`src/rtl/uart_pkg.sv`:
```
// Shared UART definitions: FSM state encodings and the baud divisor helper.
// The PARITY state exists only when UART_RX_PARITY_EN is defined.
package uart_pkg;

`ifdef UART_RX_PARITY_EN
    typedef enum logic [2:0] {
        IDLE   = 3'b000,
        START  = 3'b001,
        DATA   = 3'b010,
        STOP   = 3'b011,
        PARITY = 3'b100
    } uart_state_e;
`else
    typedef enum logic [1:0] {
        IDLE  = 2'b00,
        START = 2'b01,
        DATA  = 2'b10,
        STOP  = 2'b11
    } uart_state_e;
`endif

    // Clock cycles per serial bit; also used by the transmitter.
    function automatic int unsigned baud_count(input int unsigned clk_freq_mhz,
                                               input int unsigned baudrate);
        return (clk_freq_mhz * 32'd1_000_000) / baudrate;
    endfunction

endpackage

```
`src/rtl/uart_sync2.sv`:
```
// Two-flop synchronizer for asynchronous inputs; resets to all ones (idle line level).
module uart_sync2 #(
    parameter int WIDTH = 1
) (
    input  logic             clk,
    input  logic             rstn,
    input  logic [WIDTH-1:0] d_i,
    output logic [WIDTH-1:0] q_o
);

    logic [WIDTH-1:0] meta_q;
    logic [WIDTH-1:0] sync_q;

    always_ff @(posedge clk or negedge rstn) begin
        if (!rstn) begin
            meta_q <= '1;
            sync_q <= '1;
        end else begin
            meta_q <= d_i;
            sync_q <= meta_q;
        end
    end

    assign q_o = sync_q;

endmodule

```
`src/rtl/uart_rx.sv`:
```
// UART receiver: 1 start, DATA_WIDTH data bits LSB first, 1 stop, mid-bit sampling.
// Define UART_RX_PARITY_EN to add a parity bit between data and stop (PARITY_ODD selects odd).
module uart_rx import uart_pkg::*; #(
    parameter int DATA_WIDTH   = 8,
    parameter int BAUDRATE     = 9600,
    parameter int CLK_FREQ_MHZ = 125
`ifdef UART_RX_PARITY_EN
    , parameter bit PARITY_ODD = 1'b0
`endif
) (
    input  logic                  clk,
    input  logic                  rstn,
    input  logic                  rx,
    output logic [DATA_WIDTH-1:0] data_o,
    output logic                  rx_valid,
    output logic                  rx_busy,
    output logic                  frame_err,
    output logic                  parity_err
);

    localparam int unsigned BAUDRATE_COUNT = baud_count(CLK_FREQ_MHZ, BAUDRATE);
    localparam int unsigned HALF_COUNT     = BAUDRATE_COUNT / 2;
    localparam int          CW             = $clog2(BAUDRATE_COUNT) + 1;
    localparam int          BW             = $clog2(DATA_WIDTH + 1);

    uart_state_e           state_q, state_d;
    logic [CW-1:0]         baud_cnt_q, baud_cnt_d;
    logic [BW-1:0]         bit_cnt_q, bit_cnt_d;
    logic [DATA_WIDTH-1:0] shift_q, shift_d;
    logic [DATA_WIDTH-1:0] data_q, data_d;
    logic                  done_q, done_d;
    logic                  stop_q, stop_d;
    logic                  rx_valid_q, rx_valid_d;
    logic                  frame_err_q, frame_err_d;
    logic                  rx_s;
    logic                  baud_tc;
`ifdef UART_RX_PARITY_EN
    logic                  par_bad_q, par_bad_d;
    logic                  parity_err_q, parity_err_d;
`endif

    uart_sync2 #(.WIDTH(1)) u_sync (
        .clk  (clk),
        .rstn (rstn),
        .d_i  (rx),
        .q_o  (rx_s)
    );

    // START waits half a bit to land mid-start; every later state waits a full bit.
    assign baud_tc = (state_q == START) ? (baud_cnt_q == CW'(HALF_COUNT - 1))
                                        : (baud_cnt_q == CW'(BAUDRATE_COUNT - 1));

    always_comb begin
        state_d     = state_q;
        shift_d     = shift_q;
        bit_cnt_d   = bit_cnt_q;
        data_d      = data_q;
        stop_d      = stop_q;
        done_d      = 1'b0;
        rx_valid_d  = 1'b0;
        frame_err_d = 1'b0;
`ifdef UART_RX_PARITY_EN
        par_bad_d    = par_bad_q;
        parity_err_d = 1'b0;
`endif

        // Result of the previous cycle's stop sample; frame error wins over parity error.
        if (done_q) begin
            if (!stop_q) begin
                frame_err_d = 1'b1;
            end
`ifdef UART_RX_PARITY_EN
            else if (par_bad_q) begin
                parity_err_d = 1'b1;
            end
`endif
            else begin
                rx_valid_d = 1'b1;
                data_d     = shift_q;
            end
        end

        case (state_q)
            IDLE: begin
                if (!rx_s) state_d = START;
            end
            START: begin
                if (baud_tc) state_d = rx_s ? IDLE : DATA;
            end
            DATA: begin
                if (baud_tc) begin
                    shift_d   = {rx_s, shift_q[DATA_WIDTH-1:1]};
                    bit_cnt_d = bit_cnt_q + 1'b1;
                    if (bit_cnt_q == BW'(DATA_WIDTH - 1)) begin
                        bit_cnt_d = '0;
`ifdef UART_RX_PARITY_EN
                        state_d   = PARITY;
`else
                        state_d   = STOP;
`endif
                    end
                end
            end
`ifdef UART_RX_PARITY_EN
            PARITY: begin
                if (baud_tc) begin
                    par_bad_d = rx_s ^ (^shift_q) ^ PARITY_ODD;
                    state_d   = STOP;
                end
            end
`endif
            STOP: begin
                // Back to IDLE at mid-stop so a back-to-back start edge is not missed.
                if (baud_tc) begin
                    stop_d  = rx_s;
                    done_d  = 1'b1;
                    state_d = IDLE;
                end
            end
            default: state_d = IDLE;
        endcase

        if ((state_d != state_q) || (state_q == IDLE) || baud_tc)
            baud_cnt_d = '0;
        else
            baud_cnt_d = baud_cnt_q + 1'b1;
    end

    always_ff @(posedge clk or negedge rstn) begin
        if (!rstn) begin
            state_q     <= IDLE;
            baud_cnt_q  <= '0;
            bit_cnt_q   <= '0;
            shift_q     <= '0;
            data_q      <= '0;
            done_q      <= 1'b0;
            stop_q      <= 1'b0;
            rx_valid_q  <= 1'b0;
            frame_err_q <= 1'b0;
`ifdef UART_RX_PARITY_EN
            par_bad_q    <= 1'b0;
            parity_err_q <= 1'b0;
`endif
        end else begin
            state_q     <= state_d;
            baud_cnt_q  <= baud_cnt_d;
            bit_cnt_q   <= bit_cnt_d;
            shift_q     <= shift_d;
            data_q      <= data_d;
            done_q      <= done_d;
            stop_q      <= stop_d;
            rx_valid_q  <= rx_valid_d;
            frame_err_q <= frame_err_d;
`ifdef UART_RX_PARITY_EN
            par_bad_q    <= par_bad_d;
            parity_err_q <= parity_err_d;
`endif
        end
    end

    assign data_o    = data_q;
    assign rx_valid  = rx_valid_q;
    assign frame_err = frame_err_q;
    assign rx_busy   = (state_q != IDLE);
`ifdef UART_RX_PARITY_EN
    assign parity_err = parity_err_q;
`else
    assign parity_err = 1'b0;
`endif

endmodule
```
`config.mk`:
```
export PLATFORM = sky130hd
export DESIGN_NAME = uart_rx
export DESIGN_NICKNAME = d
export VERILOG_FILES = /design/src/rtl/uart_pkg.sv /design/src/rtl/uart_sync2.sv /design/src/rtl/uart_rx.sv
export SDC_FILE = /design/constraint.sdc
export NUM_CORES = 1
export LEC_CHECK = 0
export ABC_AREA = 1
export ABC_CLOCK_PERIOD_IN_PS = 1750
export CORE_ASPECT_RATIO = 1.4
export CORE_UTILIZATION = 55
export DETAILED_ROUTE_END_ITERATION = 8
export HOLD_SLACK_MARGIN = 0.08
export PLACE_DENSITY_LB_ADDON = 0.15
export SYNTH_ARGS = -nofsm -noshare
export SYNTH_HDL_FRONTEND = slang
export SYNTH_SLANG_ARGS = --single-unit
```
`constraint.sdc`:
```
create_clock -name clk -period 1.75 [get_ports clk]
set_input_delay 0.35 -clock clk [delete_from_list [all_inputs] [get_ports clk]]
set_output_delay 0.35 -clock clk [all_outputs]
set_load 0.02 [all_outputs]
```
==> out/metrics.csv <==
stage;metric;value;unit
place;io_buffers;13;
synth;synth_top_area_share;44.4;%
route;finalWirelength;4.58;mm
floorplanning;placementRows;27;
global_route;grt_pass1_vias;1923;
global_route;grt_max_degree;44;
pwr;p_per_area;677;mW/mm2
synth;synth_most_common_cell;nand2_1;
sta;setup_viol;0;
synth;ys_top_cells_by_count;nand2_1 (84), dfrtp_1 (41), inv_1 (37);
global_route;gr-total-overflow;0;
clock_tree;cts.root.buffer_cell;clkbuf_8;
clock_tree;ctsHoldBuffers;0;
clock_tree;cts_tree;yes;
cells_and_area;finish.utilization;66.7;%
place;gp_congestion;0.883;
sta;maxSlewViolCount;0;
cells_and_area;fin_area;0.00266;mm2
synth;muxShareOfSynthArea;0;%
route;vias;1920;
cells_and_area;nNetsFinal;328;
critical_path;worst_setup_path_end_kind;output port;
critical_path;criticalPathCategory;reg2out;
critical_path;crit_path_start_kind;flip-flop;
critical_path;required;1.40;ns
clock_tree;clk_path_buf_depth;2;
global_route;grt_antenna_before_repair;0;
synth;syn_avg_cell_area;7.80;um2
critical_path;critical_path.max_stage_delay;0.47;ns
cells_and_area;drive_gt1_share;16.4;%
synth;synthFlopType;dfrtp_1;
sta;worst_pin_slew;0.510;ns
synth;synth.area.top_cells;dfrtp_1 (44%), nand2_1 (14%), inv_1 (6.0%), nor2_1 (5.9%), nand3_1 (4.6%);
place;postPlaceCellArea;0.00254;mm2
clock_tree;post_cts_buffers;0;
synth;synth-edff-count;0;
global_route;grt_pass1_wl;8.38;mm
run_status;status;completed;
pwr;finalPower;1800;uW
synth;synthCells;296;
pwr;combinationalPowerShare;1.4;%
synth;synth_top_family_by_area;simple AND/OR/NAND/NOR gates;
synth;yosys.area_share.adder;1.08;%
pwr;leakagePower;0.00127;uW
synth;ys_async_sr_fraction;100;%
sta;finalCriticalPeriod;1.69;ns
synth;synth_warnings;0;
clock_tree;numCtsBuffers;5;
cells_and_area;num_antenna_cells;0;
critical_path;cp_cell_sequence;nor2_1, inv_1, dlygate4sd2_1;
sta;setup-tns-final;0;ns
pwr;ir_drop;0.000699;V
route;drt-initial-drc-count;65;
floorplanning;die_area;0.00447;mm2
synth;ys_types;32;
route;detail-route-antenna-nets;0;
synth;synthXorXnorAreaFrac;1.90;%
synth;synth_largest_area_cell;dfrtp_1;
synth;yosys.area_share.simple;33.3;%
place;post-dp-hpwl;3.45;mm
sta;rsz0062_at_grt;no;
clock_tree;clock_sinks;43;
synth;ys_ff_latch;43;
synth;synth.cell_area;0.00231;mm2
route;via_per_inst;5.23;
pwr;clock_power_share;43.2;%
critical_path;rrSetupSlack;0.10;ns
route;wire_per_inst;12.5;um
route;drc;0;
floorplanning;initial_core_util;57.9;%
critical_path;critPathMaxFanout;7;
pwr;p_seq_share;55.4;%
floorplanning;fp.coreArea;0.00399;mm2
floorplanning;die_w;56.8;um
floorplanning;die-height;78.7;um
pwr;swShare;20.8;%
clock_tree;clkSlewWorstSetupHoldPaths;0.09;ns
pwr;p_sw;375;uW
clock_tree;insertion_delay;0.30;ns
sta;period_share;96.7;%
sta;slew_headroom;66.0;%
global_route;grt_use_total;24.5;%
critical_path;slowest_stage;dfrtp_2;
hold_path;hold_class;in2async;
synth;synth_compound_area_share;7.91;%
sta;skew;0.00791;ns
sta;whs;0.0921;ns
pwr;p_int;1430;uW
floorplanning;pin_count;15;
critical_path;cp.arrival;1.34;ns
synth;synth.net_count;301;
cells_and_area;area_growth;15.2;%
synth;ys_seq_area_share;46.7;%
sta;max_clock_freq;591;MHz
clock_tree;htree_levels;2;
route;drt-pass1-iter-count;4;
sta;hold_viol;0;
flow_run;drv_cap;0;
## final timing paths
check / start / to / cells past startpoint
worst max-delay path: state_q[0]$_DFF_PN0_ / rx_busy / 3
worst min-delay path: rstn / baud_cnt_q[7]$_DFF_PN0_ / 2
worst max register to register: baud_cnt_q[3]$_DFF_PN0_ / baud_cnt_q[9]$_DFF_PN0_ / 7
worst min register to register: u_sync.meta_q$_DFF_PN1_ / u_sync.q_o$_DFF_PN1_ / 0
max in group asynchronous: rstn / state_q[1]$_DFF_PN0_ / 2
min in group clk: u_sync.meta_q$_DFF_PN1_ / u_sync.q_o$_DFF_PN1_ / 0
## layout make-up
type	instances	area (um2)
fillers	341	1330
flip-flops and latches	43	1080
multi-input cells	206	1030
repair buffers	29	244
inverters	38	143
clock buffers	5	68.8
well taps	43	53.8
clock inverters	3	43.8
## what timing repair did
action | 4_1_cts | 5_1_grt
hold endpoints to repair | 0 | 0
endpoints found under the setup margin | 1 | 6
resized for setup | 2 | 3
pin swaps | 0 | 0
## power by group through the flow
stage               clock network [uW]  logic, uW  registers (uW)
floorplan                            0       4.10            1020
global placement                     0       26.7            1020
detailed placement                   0       27.0            1020
CTS                                797       26.6             999
global route                       822       30.2             999
finish                             778       24.6             999
## flip-flops by register name (all words and copies together) (netlist names), 2 cells and up
register	cells
shift_q	8
state_q	2
bit_cnt_q	4
baud_cnt_q	15
data_o	8
## kinds of logic (layout without fill, tap and decap cells)
kind of cell               Yosys count  after routing
buffers and inverters               47             75
and+or+nand+nor                    171            171
AOI/OAI and AO/OA                   27             27
DFF                                 43             43
xor gates and xnor gates             5              5
adders and majority gates            2              2
other                                1              1
## per-layer routing
layer	vias up	share of wire [%]	track usage, %
met4	0	3.0	11.2
met5	-	0	0
met1	885	42	28.5
met3	14	4.0	4.61
met2	35	51	43.1
li1	986	-	-
## per-stage QoR
| step | worst slack, ns | instances |
|---|---|---|
| detailed placement | 0.112 | 359 |
| finish | 0.0583 | 367 |
| floorplan | 0.181 | 296 |
| CTS | 0.0531 | 367 |
| global route | 0.00137 | 367 |
| global placement | 0.0881 | 359 |
## worst max-delay path: cells and delay by family, from the launching register on
kind	cells	cell delay, ns
buffers and inverters	2	0.41
DFF	1	0.47
and+or+nand+nor	1	0.17
## layout by cell type, fill, tap and decap left out, types with 2 or more instances in the layout
| cell | netlist | final |
|---|---|---|
| clkdlybuf4s50_1 | 0 | 11 |
| nor2_1 | 36 | 35 |
| clkbuf_8 | 0 | 5 |
| ha_1 | 2 | 2 |
| nor3_1 | 6 | 6 |
| dfrtp_1 | 41 | 39 |
| o21ai_2 | 8 | 8 |
| o21ai_1 | 1 | 2 |
| inv_1 | 37 | 37 |
| nand2_2 | 4 | 4 |
| nor2_4 | 2 | 2 |
| xor2_1 | 4 | 4 |
| dfrtp_2 | 0 | 2 |
| nand2_1 | 84 | 84 |
| nand4_1 | 10 | 10 |
| o21ai_0 | 10 | 9 |
| a21oi_1 | 5 | 5 |
| nand3b_1 | 2 | 2 |
| buf_4 | 1 | 16 |
| nor2_2 | 2 | 3 |
| nand3_1 | 21 | 21 |
| dfstp_2 | 2 | 2 |
Note: power is estimated with default switching activity, not from simulation.
